$ cat src/rtl/branch_predictor_btb.sv
// Direct-mapped branch target buffer with per-entry saturating direction
// counters. Fetch looks up combinationally; decode trains the table and gets
// a combinational mispredict flag back. Two saturating performance counters
// track resolved branches and mispredicts.
module branch_predictor_btb #(
  parameter int PC_WIDTH   = 16,
  parameter int ENTRIES    = 16,
  parameter int CNT_WIDTH  = 2,
  parameter int STAT_WIDTH = 16
) (
  input  logic                  clk,
  input  logic                  rst_n,
  input  logic [PC_WIDTH-1:0]   lookup_pc,
  output logic [PC_WIDTH-1:0]   next_pc,
  output logic                  pred_taken,
  input  logic                  upd_valid,
  input  logic [PC_WIDTH-1:0]   upd_pc,
  input  logic                  upd_taken,
  input  logic [PC_WIDTH-1:0]   upd_target,
  output logic                  upd_mispredict,
  input  logic                  clr_stats,
  output logic [STAT_WIDTH-1:0] br_count,
  output logic [STAT_WIDTH-1:0] mispred_count
);

  localparam int IDX_W = $clog2(ENTRIES);
  localparam int TAG_W = PC_WIDTH - IDX_W - 1;

  localparam logic [CNT_WIDTH-1:0]  CTR_MAX  = '1;
  localparam logic [CNT_WIDTH-1:0]  CTR_WT   = CNT_WIDTH'(1) << (CNT_WIDTH - 1);
  localparam logic [CNT_WIDTH-1:0]  CTR_WNT  = CTR_WT - CNT_WIDTH'(1);
  localparam logic [STAT_WIDTH-1:0] STAT_MAX = '1;

  logic [ENTRIES-1:0]    valid_q, valid_d;
  logic [TAG_W-1:0]      tag_q    [ENTRIES];
  logic [TAG_W-1:0]      tag_d    [ENTRIES];
  logic [PC_WIDTH-1:0]   target_q [ENTRIES];
  logic [PC_WIDTH-1:0]   target_d [ENTRIES];
  logic [CNT_WIDTH-1:0]  ctr_q    [ENTRIES];
  logic [CNT_WIDTH-1:0]  ctr_d    [ENTRIES];
  logic [STAT_WIDTH-1:0] br_count_q, br_count_d;
  logic [STAT_WIDTH-1:0] mispred_count_q, mispred_count_d;

  logic [IDX_W-1:0] lk_idx, up_idx;
  logic [TAG_W-1:0] lk_tag, up_tag;
  logic             lk_hit, up_hit, up_pred;

  // Bit 0 of the PC carries no information for halfword-aligned code.
  logic unused_upd_pc_bit0;
  assign unused_upd_pc_bit0 = upd_pc[0];

  assign lk_idx = lookup_pc[IDX_W:1];
  assign lk_tag = lookup_pc[PC_WIDTH-1:IDX_W+1];
  assign up_idx = upd_pc[IDX_W:1];
  assign up_tag = upd_pc[PC_WIDTH-1:IDX_W+1];

  // Fetch-side prediction from the current (pre-update) table contents.
  always_comb begin
    lk_hit     = valid_q[lk_idx] && (tag_q[lk_idx] == lk_tag);
    pred_taken = lk_hit && ctr_q[lk_idx][CNT_WIDTH-1];
    next_pc    = pred_taken ? target_q[lk_idx] : lookup_pc + PC_WIDTH'(2);
  end

  // Decode-side mispredict check against the entry for upd_pc.
  always_comb begin
    up_hit         = valid_q[up_idx] && (tag_q[up_idx] == up_tag);
    up_pred        = up_hit && ctr_q[up_idx][CNT_WIDTH-1];
    upd_mispredict = upd_valid &&
                     ((up_pred != upd_taken) ||
                      (up_pred && upd_taken && (target_q[up_idx] != upd_target)));
  end

  // Table training: adjust counter on hit, allocate on taken miss.
  always_comb begin
    valid_d  = valid_q;
    tag_d    = tag_q;
    target_d = target_q;
    ctr_d    = ctr_q;
    if (upd_valid) begin
      if (up_hit) begin
        if (upd_taken) begin
          if (ctr_q[up_idx] != CTR_MAX) ctr_d[up_idx] = ctr_q[up_idx] + CNT_WIDTH'(1);
          target_d[up_idx] = upd_target;
        end else if (ctr_q[up_idx] != '0) begin
          ctr_d[up_idx] = ctr_q[up_idx] - CNT_WIDTH'(1);
        end
      end else if (upd_taken) begin
        valid_d[up_idx]  = 1'b1;
        tag_d[up_idx]    = up_tag;
        target_d[up_idx] = upd_target;
        ctr_d[up_idx]    = CTR_WT;
      end
    end
  end

  // Saturating performance counters; clear wins over increment.
  always_comb begin
    br_count_d      = br_count_q;
    mispred_count_d = mispred_count_q;
    if (clr_stats) begin
      br_count_d      = '0;
      mispred_count_d = '0;
    end else begin
      if (upd_valid && (br_count_q != STAT_MAX))
        br_count_d = br_count_q + STAT_WIDTH'(1);
      if (upd_mispredict && (mispred_count_q != STAT_MAX))
        mispred_count_d = mispred_count_q + STAT_WIDTH'(1);
    end
  end

  // State registers with asynchronous clear.
  always_ff @(posedge clk or negedge rst_n) begin
    if (!rst_n) begin
      valid_q         <= '0;
      br_count_q      <= '0;
      mispred_count_q <= '0;
      for (int unsigned i = 0; i < ENTRIES; i++) begin
        tag_q[i]    <= '0;
        target_q[i] <= '0;
        ctr_q[i]    <= CTR_WNT;
      end
    end else begin
      valid_q         <= valid_d;
      tag_q           <= tag_d;
      target_q        <= target_d;
      ctr_q           <= ctr_d;
      br_count_q      <= br_count_d;
      mispred_count_q <= mispred_count_d;
    end
  end

  assign br_count      = br_count_q;
  assign mispred_count = mispred_count_q;

endmodule

$ cat config.mk
export PLATFORM = sky130hd
export DESIGN_NAME = branch_predictor_btb
export DESIGN_NICKNAME = d
export VERILOG_FILES = /design/src/rtl/branch_predictor_btb.sv
export SDC_FILE = /design/constraint.sdc
export NUM_CORES = 1
export LEC_CHECK = 0
export BUFFER_PORTS_ARGS = -buffer_cell sky130_fd_sc_hd__buf_2
export CORE_MARGIN = 4
export CORE_UTILIZATION = 45
export CTS_CLUSTER_SIZE = 30
export DETAILED_ROUTE_END_ITERATION = 10
export MAX_ROUTING_LAYER = met4
export PLACE_DENSITY = 0.73
export SYNTH_ARGS = -nofsm -noshare
export SYNTH_HDL_FRONTEND = slang
export SYNTH_SLANG_ARGS = --single-unit
$ cat constraint.sdc
create_clock -name clk -period 4.6 [get_ports clk]
set_input_delay 0.46 -clock clk [delete_from_list [all_inputs] [get_ports clk]]
set_output_delay 0.46 -clock clk [all_outputs]
set_load 0.01 [all_outputs]
* After elaboration in Yosys (flattened, before gate mapping)
Index checks and enable logic that the tools add are counted.
** Word-level totals
- Flip-flop bits (word level) :: 512
- Output and inout bits :: 50
- Logic and storage cells :: 141
** Cells by class
- Add/sub/neg operators :: 5
- Order comparisons :: 6
- Equality and inequality tests :: 8
- Muxes and demuxes :: 44
- Bitwise gates (word level) :: 7
- Reductions and logical operators :: 20
** Operator list (number)
- bitwise mux 256 bit :: 1
- bitwise mux 176 bit :: 1
- 2-to-1 mux 16 bit :: 10
- 2-to-1 mux 32 bit :: 5
- binary-select mux 16 bit (select 4 bit) :: 2
- binary-select mux 11 bit (select 4 bit) :: 2
- bitwise mux 32 bit :: 2
- demux 16 bit (select 4 bit) :: 1
- 2-to-1 mux 11 bit :: 5
- demux 11 bit (select 4 bit) :: 1
- adder 16 x 1 -> 16 bit (second input constant) :: 2
- inequality test 16 bit (second input constant) :: 2
- OR 16 bit :: 2
- == test 11 bit :: 2
- adder 16 x 2 -> 16 bit (second input constant) :: 1
- bitwise AND 16 bit :: 1
- binary-select mux 2 bit (select 4 bit) :: 2
- inequality test 16 bit :: 1
- inverter 16 bit :: 1
- logical AND 1 bit :: 11
- >= comparator 5 bit (second input constant) :: 2
- less-than comparator 4 x 5 -> 1 bit (second input constant) :: 2
- 2-to-1 mux 2 bit :: 5
- inverter 4 -> 5 bit :: 2
- other kinds (17) :: 24

* Depth between registers and ports, before layout
Gate-level depths: netlist (run 1).
- Word-level depth :: 14
- Depth in mapped cells :: 21

* Least setup slack after synthesis (run 1)
No wires, ideal clock.
- Path type :: input port to flip-flop
- From :: input upd_pc[2]
- To :: register mispred_count_q[1] (netlist: mispred_count[1])
- Library setup time :: 0.132 ns
- Arrival :: 4.058 ns
- Data required time :: 4.468 ns
- Path slack :: 0.410 ns
- Stages on the path :: 18
- Buffers on the path :: 7
- Cells stage by stage :: buf_2 -> buf_2 -> clkbuf_1 -> mux4_2 -> mux2_2 -> a221o_1 -> o41ai_2 -> nand4_1 -> buf_2 -> buf_2 -> nor2_1 -> ha_1 -> a21o_1 -> nand2_1 -> buf_2 -> buf_2 -> mux2i_1 -> nor2_1
** On the way
- Cells in the longest elaborated chain, start to end :: 13
** RTL lines
- start, declared :: line 17 : input logic [PC_WIDTH-1:0] upd_pc,
- inverter 4 -> 5 bit (implied by the code) :: line 66, 67, 70
- binary-select mux 11 bit (select 4 bit) :: line 66 : up_hit = valid_q[up_idx] && (tag_q[up_idx] == up_tag);
- 2-to-1 mux 11 bit (implied by the code) (2 in a row) :: line 66
- == test 11 bit :: line 66
- logical AND 1 bit :: line 66
- logical AND 1 bit :: line 67 : up_pred = up_hit && ctr_q[up_idx][CNT_WIDTH-1];
- logical AND 1 bit (2 in a row) :: line 70 : (up_pred && upd_taken && (target_q[up_idx] != upd_target)));
- logical OR 1 bit (*) :: line 69 : ((up_pred != upd_taken) ||
- logical AND 1 bit (*) :: line 68 : upd_mispredict = upd_valid &&
- logical AND 1 bit (*) :: line 106 : if (upd_mispredict && (mispred_count_q != STAT_MAX))
- nonzero test 2 bit (no line) (*)
- end signal, assigned :: line 128 : mispred_count_q <= mispred_count_d;
- end, declared :: line 42 : logic [STAT_WIDTH-1:0] mispred_count_q, mispred_count_d;
Mark *: on every way between the ends. The rest lies on a longest branch, timed or not. The select of a mux whose other input is x is not followed.
A chain may end at the register's enable or synchronous reset.

* Final worst setup path (run 1)
- From :: register tag_q[95] in the netlist's numbering
- To :: output upd_mispredict
** On the way
- Cells in the longest elaborated chain, start to end :: 10
** RTL lines
- start, declared :: line 35 : logic [TAG_W-1:0] tag_q [ENTRIES];
- start signal, assigned :: line 124 : tag_q <= tag_d;
- binary-select mux 11 bit (select 4 bit) (*) :: line 66
- 2-to-1 mux 11 bit (implied by the code) (*) (2 in a row) :: line 66
- == test 11 bit (*) :: line 66
- logical AND 1 bit (*) :: line 66
- logical AND 1 bit (*) :: line 67
- logical AND 1 bit (2 in a row) :: line 70
- logical OR 1 bit (*) :: line 69
- logical AND 1 bit (*) :: line 68
- end, declared :: line 20 : output logic upd_mispredict,
Marks and branches as above.

==> flow_metrics.py, run 1 <==
metrics = {
    "floorplan": {
        "dieHeight_um": 257,
        "fp.coreArea_sq_um": 61600,
        "rows": 91,
        "die_w_um": 257,
        "start_util_pct": 45.3,
        "dieArea_sq_um": 66100,
        "ios": 103,
    },
    "route": {
        "ant_nets": 0,
        "vias_per_cell": 6.26,
        "num_vias": 18560,
        "wl_mm": 78.7,
        "drt_first_pass_iters": 5,
        "wire_per_inst_um": 26.5,
        "drtIter0Drc": 1785,
        "drc": 0,
    },
    "worst_setup_path": {
        "critical_path_depth": 11,
        "crit_type": "flip-flop to primary output",
        "worst_ep_required_time_ns": 4.14,
        "critPathTopFamily": "simple AND/OR/NAND/NOR gates",
        "cp.arrival_ns": 4.01,
        "worst-path-max-fanout": 3,
        "cpMaxStageDelayCell": "or4_4",
        "worst_setup_path_start_kind": "flip-flop",
        "worstRegToRegCells": 14,
        "end_kind": "primary output",
        "max_stage_delay_ns": 0.52,
        "path_cells": "mux4_2, mux2i_1, nor3_1, or4_4, a2111oi_4, nand4_1, nor2_1, ha_1, a21o_1, and2_1, buf_2",
        "critPathBufInv": 1,
    },
    "global_routing": {
        "grt_pass1_vias": 19585,
        "antenna_found_initial": 6,
        "grt_usage_pct": 24.5,
        "grt-ovfl-total": 0,
        "grt_max_degree": 115,
        "grt_pass1_wl_mm": 122,
    },
    "pwr": {
        "ir_worst_vdd_uv": 316,
        "power_mw": 13.3,
        "power_density_nw_per_um2": 422,
        "power.leakage_nw": 13.6,
    },
    "layout": {
        "drive_gt1_share_pct": 46.7,
        "area_delta_synth_final_pct": 13.3,
        "stdcell_area_sq_um": 31600,
        "nets": 2138,
        "final_util_pct": 51.4,
    },
    "logic_synthesis": {
        "synth_area_per_cell_sq_um": 14.0,
        "async_flop_share_pct": 100,
        "netlist_area_sq_um": 27900,
        "synthCells": 1995,
        "ys_seq_area_share_pct": 46.0,
        "synthDistinctLibCells": 59,
        "synthFlopType": "dfrtp_1",
        "synthesis.nets": 2054,
        "synth-edff-count": 0,
        "yosysWarningCount": 0,
        "synth-seq-cells": 512,
    },
    "hold_path": {
        "hold_path_depth": 2,
        "hp-class": "primary input to flip-flop",
    },
    "timing": {
        "worst-slew-pin-transition_ns": 0.851,
        "finalHoldViolations": 0,
        "finClkSkew_ns": 0.0284,
        "finalCritPeriodShare_pct": 97.1,
        "relSlewSlack_pct": 43.1,
        "maxClockFrequency_ghz": 0.224,
        "slew_violations": 0,
        "setup_viol": 0,
        "min_period_ns": 4.47,
        "hold_ws_ns": 0.255,
        "rsz0062_at_grt": "no",
        "fin_setup_tns_ns": 0,
    },
    "clock_network": {
        "htreeDepth": 2,
        "clock_path_buffers": 3,
        "root_buffer": "clkbuf_16",
        "clock_sinks": 512,
        "cts_made_buffers": 56,
        "clkTransAtPathRegs_ns": 0.06,
        "cts_tree": "built",
        "clock_latency_ns": 0.62,
    },
    "outcome": {
        "status": "complete, no violations",
    },
    "placed_design": {
        "hpwl_mm": 50.3,
        "place_area_sq_um": 29700,
        "portBuffers": 101,
        "place_congestion": 0.917,
    },
    "flow_run": {
        "maxCapViolCount": 0,
    },
}
[Yosys cell counts (4+ instances only)]
cell        n  area share, %
a21oi_1    20           0.36
dfrtp_1   496             44
o31ai_1     5           0.13
inv_1      14           0.19
or3_1       9           0.20
xor2_1     32            1.0
buf_6       6           0.24
a22oi_1    20           0.54
nor2_1     54           0.73
mux4_2    242             20
mux2_1     16           0.65
o21a_1      4           0.11
nand3_1    52           0.93
buf_4       8           0.22
or4_1       6           0.16
and2_1      8           0.18
mux2i_1    63            2.3
nor3_1     15           0.27
and4_1      5           0.16
o211ai_1    7           0.19
nand2_1   112            1.5
xnor2_1    33            1.0
clkbuf_1  104            1.4
ha_1        6           0.27
nand4_1    17           0.38
buf_2      37           0.66
and3_1     21           0.47
nand2b_1   19           0.43
buf_1      15           0.20
nor4_1      4          0.090
o21ai_0    63            1.1
mux2_2    421             17
dfstp_2    16            1.5
nor2b_1     9           0.20
[final timing paths]
path                       startpoint               end  slack [ns]
min in group asynchronous       rst_n        tag_q[167]        0.42
max in group asynchronous       rst_n     target_q[138]        2.97
max                         tag_q[95]    upd_mispredict        0.13
max reg2reg                 tag_q[95]  mispred_count[9]        0.46
min reg2reg                valid_q[4]        valid_q[4]        0.50
min                        upd_pc[12]         tag_q[29]        0.25
[metrics by stage]
step | setup slack, ns | cells
detailed placement | 0.178 | 2857
floorplan | 0.410 | 1995
CTS | 0.164 | 2960
global route | 0.0390 | 2966
global placement | 0.232 | 2857
finish | 0.133 | 2967
[sequential cells by signal, summed over array words and instances (netlist names)]
signal,count
br_count,16
mispred_count,16
valid_q,16
target_q,256
tag_q,176
ctr_q,32
[power by group]
| part | internal, mW | total [mW] | switching [mW] | leakage [nW] |
|---|---|---|---|---|
| clock | 2.85 | 4.73 | 1.88 | 0.956 |
| combinational | 1.58 | 2.69 | 1.10 | 6.13 |
| sequential | 5.32 | 5.93 | 0.609 | 6.50 |
| total | 9.75 | 13.3 | 3.59 | 13.6 |
[placed cells by master (no fill, tap or decap), types with 9 or more instances in the layout]
cell | Yosys | layout
buf_2 | 37 | 96
xnor2_1 | 33 | 33
mux2_1 | 16 | 16
nor3_1 | 15 | 14
nand2b_1 | 19 | 19
or3_1 | 9 | 9
nand2_1 | 112 | 112
nor2_1 | 54 | 40
nand3_1 | 52 | 52
nor2_2 | 0 | 14
xor2_1 | 32 | 32
mux2_2 | 421 | 421
a21oi_1 | 20 | 20
clkinv_2 | 0 | 10
inv_1 | 14 | 14
nor2b_1 | 9 | 9
mux4_2 | 242 | 242
a22oi_1 | 20 | 20
dfstp_2 | 16 | 16
buf_4 | 8 | 83
o21ai_0 | 63 | 63
clkbuf_16 | 0 | 56
nand4_1 | 17 | 17
buf_12 | 0 | 13
dfrtp_1 | 496 | 496
mux2i_1 | 63 | 63
clkbuf_8 | 0 | 15
and3_1 | 21 | 21
[layer usage]
metal,vias up,track usage [%],wire length (um)
met5,-,-,0
met4,0,7.24,2430
met3,178,5.62,7070
met2,863,37.9,37500
met1,9780,32.9,31700
li1,7739,-,-
[repair_timing]
item / 4_1_cts / 5_1_grt
gates resized for setup: 0 / 0
buffers inserted: 0 / 0
hold endpoints to repair: 79 / 0
endpoints found under the setup margin: 0 / 0
hold buffers: 1 / 0
[logic make-up after synthesis]
kind of cell,Yosys count,synth area share (%)
muxes,742,39.4
DFF,512,46.0
and+or+nand+nor,340,6.06
buffers and inverters,185,2.92
AOI/OAI and AO/OA,145,3.36
xor gates and xnor gates,65,2.04
adders and majority gates,6,0.269
[area by class of cell]
cell class	instances	area, sq um
Tap cell	837	1050
Multi-Input combinational cell	1298	14300
Sequential cell	512	12800
Inverter	15	56.3
Antenna cell	7	17.5
Clock inverter	24	327
Clock buffer	78	1620
Timing Repair Buffer	196	1420
Fill cell	5044	30000
Note: power is estimated with default switching activity, not from simulation.
==> run 2, diff against run 1 <==
--- a/config.mk
+++ b/config.mk
@@ -5,13 +5,16 @@
 export SDC_FILE = /design/constraint.sdc
 export NUM_CORES = 1
 export LEC_CHECK = 0
+export ABC_AREA = 1
 export BUFFER_PORTS_ARGS = -buffer_cell sky130_fd_sc_hd__buf_2
+export CELL_PAD_IN_SITES_DETAIL_PLACEMENT = 2
+export CELL_PAD_IN_SITES_GLOBAL_PLACEMENT = 2
 export CORE_MARGIN = 4
-export CORE_UTILIZATION = 45
+export CORE_UTILIZATION = 36
 export CTS_CLUSTER_SIZE = 30
 export DETAILED_ROUTE_END_ITERATION = 10
 export MAX_ROUTING_LAYER = met4
-export PLACE_DENSITY = 0.73
+export PLACE_DENSITY = 0.92
 export SYNTH_ARGS = -nofsm -noshare
 export SYNTH_HDL_FRONTEND = slang
 export SYNTH_SLANG_ARGS = --single-unit
==> flow_metrics.py, run 2 <==
metrics = {
    "outcome": {
        "status": "complete, no violations",
    },
    "placed_design": {
        "dpl_worst_slack_ns": 0.439,
        "numPlacedInstances": 5147,
        "portBuffers": 101,
        "place_area_sq_um": 30700,
        "hpwl_mm": 90.6,
        "place_congestion": 0.898,
    },
    "global_routing": {
        "met1_usage_pct": 42.4,
        "antenna_found_initial": 9,
        "grtUsageMet2_pct": 61.0,
        "grt.met3_usage_pct": 7.41,
        "grt_pass1_wl_mm": 244,
        "grt_max_degree": 145,
        "grt-ovfl-total": 0,
        "grt_usage_pct": 38.0,
        "grt-busiest-layer": "met2",
        "grt_pass1_vias": 38438,
    },
    "route": {
        "drt_first_pass_iters": 6,
        "drc": 0,
        "vias_per_cell": 6.48,
        "wl_mm": 164,
        "num_vias": 34179,
        "drtIter0Drc": 3656,
        "ant_nets": 0,
        "wire_per_inst_um": 31.1,
    },
    "timing": {
        "rsz0062_at_grt": "no",
        "min_period_ns": 4.38,
        "slew_violations": 0,
        "hold_ws_ns": 0.0868,
        "maxClockFrequency_ghz": 0.228,
        "finClkSkew_ns": 0.0525,
        "finalHoldViolations": 0,
        "setup_ws_ns": 0.216,
        "relSlewSlack_pct": 12.4,
        "worst-slew-pin-transition_ns": 1.31,
        "setup_viol": 0,
        "finalCritPeriodShare_pct": 95.3,
        "fin_setup_tns_ns": 0,
    },
    "layout": {
        "final_common_cell": "nand2_1",
        "drive_gt1_share_pct": 8.71,
        "max_flop_register": "target_q",
        "final_util_pct": 40.9,
        "nets": 4210,
        "top_regs": "target_q (256), tag_q (176), ctr_q (32)",
        "area_delta_synth_final_pct": 12.3,
        "final_cell_mix": "nand2_1, o21ai_0, dfrtp_1",
        "largest_reg_flops": 256,
        "stdcell_count": 5273,
        "stdcell_area_sq_um": 32900,
    },
    "logic_synthesis": {
        "ys_seq_area_share_pct": 43.8,
        "synth_top_family_by_area": "simple AND/OR/NAND/NOR gates",
        "yosys.area.top_type": "dfrtp_1",
        "async_flop_share_pct": 100,
        "synthesis.nets": 4243,
        "synth_mux_area_share_pct": 0,
        "synth-seq-cells": 512,
        "yosys.area_share.simple_pct": 27.1,
        "synthFlopType": "dfrtp_1",
        "synth-edff-count": 0,
        "synth-compound-area-share_pct": 19.9,
        "synthCells": 4184,
        "synth_area_per_cell_sq_um": 7.00,
        "ys_top_cells_by_count": "nand2_1, o21ai_0, dfrtp_1",
        "synth_area_leaders": "dfrtp_1, nand2_1, o21ai_0",
        "synthXorXnorAreaFrac_pct": 0.747,
        "yosysMostFrequentCell": "nand2_1",
        "yosysWarningCount": 0,
        "netlist_area_sq_um": 29300,
        "synthAdderAreaFrac_pct": 0.256,
        "synthDistinctLibCells": 45,
        "yosysTopAreaCellShare_pct": 42.4,
    },
    "floorplan": {
        "dieArea_sq_um": 86000,
        "start_util_pct": 36.4,
        "fp.coreArea_sq_um": 80500,
        "dieHeight_um": 293,
        "die_w_um": 293,
        "rows": 104,
        "ios": 103,
    },
    "hold_path": {
        "hp-class": "primary input to flip-flop",
    },
    "worst_setup_path": {
        "worst-path-max-fanout": 72,
        "max_stage_delay_ns": 0.68,
        "worst_ep_required_time_ns": 4.14,
        "cpMostUsedCell": "nand2_1",
        "end_kind": "primary output",
        "r2r_slack_ns": 0.75,
        "cp.arrival_ns": 3.92,
        "crit_type": "primary input to primary output",
        "path_cells": "buf_4, buf_4, o21ai_0, o22ai_1, nand2_1, nand2_1, inv_1, nand3_1, nand2_1, nor2_1, nand4_1, nor2_1, nand2_1, buf_4, o21ai_0, buf_2",
        "worst_setup_path_start_kind": "primary input",
        "cpMaxStageDelayCell": "buf_4",
    },
    "pwr": {
        "pwr-share-clk_pct": 37.9,
        "ir_worst_vdd_uv": 294,
        "p_sw_mw": 5.38,
        "combPwrFrac_pct": 21.1,
        "p_int_mw": 9.35,
        "power_mw": 14.7,
        "swShare_pct": 36.5,
        "power.leakage_nw": 15.4,
        "power.share.sequential_pct": 41.0,
        "power_density_nw_per_um2": 447,
    },
    "clock_network": {
        "cts_tree": "built",
        "post-cts-setup-buffers": 0,
        "root_buffer": "clkbuf_16",
        "cts_made_buffers": 61,
        "clock_path_buffers": 3,
        "htreeDepth": 2,
        "clkTransAtPathRegs_ns": 0.07,
        "clock_latency_ns": 0.70,
        "clock_sinks": 512,
    },
    "flow_run": {
        "maxCapViolCount": 0,
    },
}
run 2: cell count changes after synthesis, moves of 28 or more:
cell | previous run | this run
o21ai_1 | 1 | 74
clkbuf_1 | 104 | 169
inv_1 | 14 | 253
mux2i_1 | 63 | 0
nor2_1 | 54 | 257
nand2_1 | 112 | 1461
mux2_2 | 421 | 0
nand4_1 | 17 | 72
xnor2_1 | 33 | 5
o21ai_0 | 63 | 769
a21oi_1 | 20 | 169
mux4_2 | 242 | 0
nand3_1 | 52 | 133
run 2: final timing paths:
kind / to / cells after the start / start
max: next_pc[9] / 16 / lookup_pc[1]
min: target_q[124] / 3 / upd_target[12]
max reg2reg: tag_q[126] / 14 / tag_q[107]
min reg2reg: valid_q[8] / 2 / valid_q[8]
max in group asynchronous: target_q[11] / 3 / rst_n
min in group asynchronous: target_q[145] / 2 / rst_n
run 2: timing repair:
action	4_1_cts	5_1_grt
hold endpoints to repair	94	0
hold buffers	1	0
gates resized for setup	0	0
run 2: final cells by class:
type / count / area, sq um
Sequential cell: 512 / 12800
Multi-Input combinational cell: 3115 / 14100
Clock buffer: 84 / 1770
Antenna cell: 10 / 25.0
Clock inverter: 31 / 424
Tap cell: 1060 / 1330
Inverter: 261 / 991
Timing Repair Buffer: 200 / 1440
Fill cell: 9355 / 47600
run 2: power groups by stage:
stage | sequential (mW) | combinational (mW) | clock (mW)
after CTS | 5.97 | 3.03 | 5.58
final | 6.03 | 3.11 | 5.58
after detailed placement | 5.96 | 2.75 | 0
after floorplan | 5.73 | 1.76 | 0
after global routing | 6.07 | 3.36 | 5.76
after global placement | 5.85 | 2.45 | 0
run 2: logic make-up (layout without fill, tap and decap cells):
kind of cell | count (synthesis) | in the layout
flip-flops | 512 | 512
adder cells (fa/ha/maj) | 6 | 6
AO/OA/AOI/OAI | 1112 | 1112
AND/OR/NAND/NOR | 1972 | 1972
buffers and inverters | 557 | 576
other | 0 | 10
XOR/XNOR | 25 | 25
run 2: per-layer routing:
metal	wire, um	vias up
met5	0	-
met4	13900	0
met3	13100	965
met2	77200	2173
met1	60000	17433
li1	-	13608
run 2: worst max-delay path, delay by kind of cell:
family	cells	cell delay, ns
AND/OR/NAND/NOR	8	1.05
buffers and inverters	5	1.44
AO/OA/AOI/OAI	3	0.94
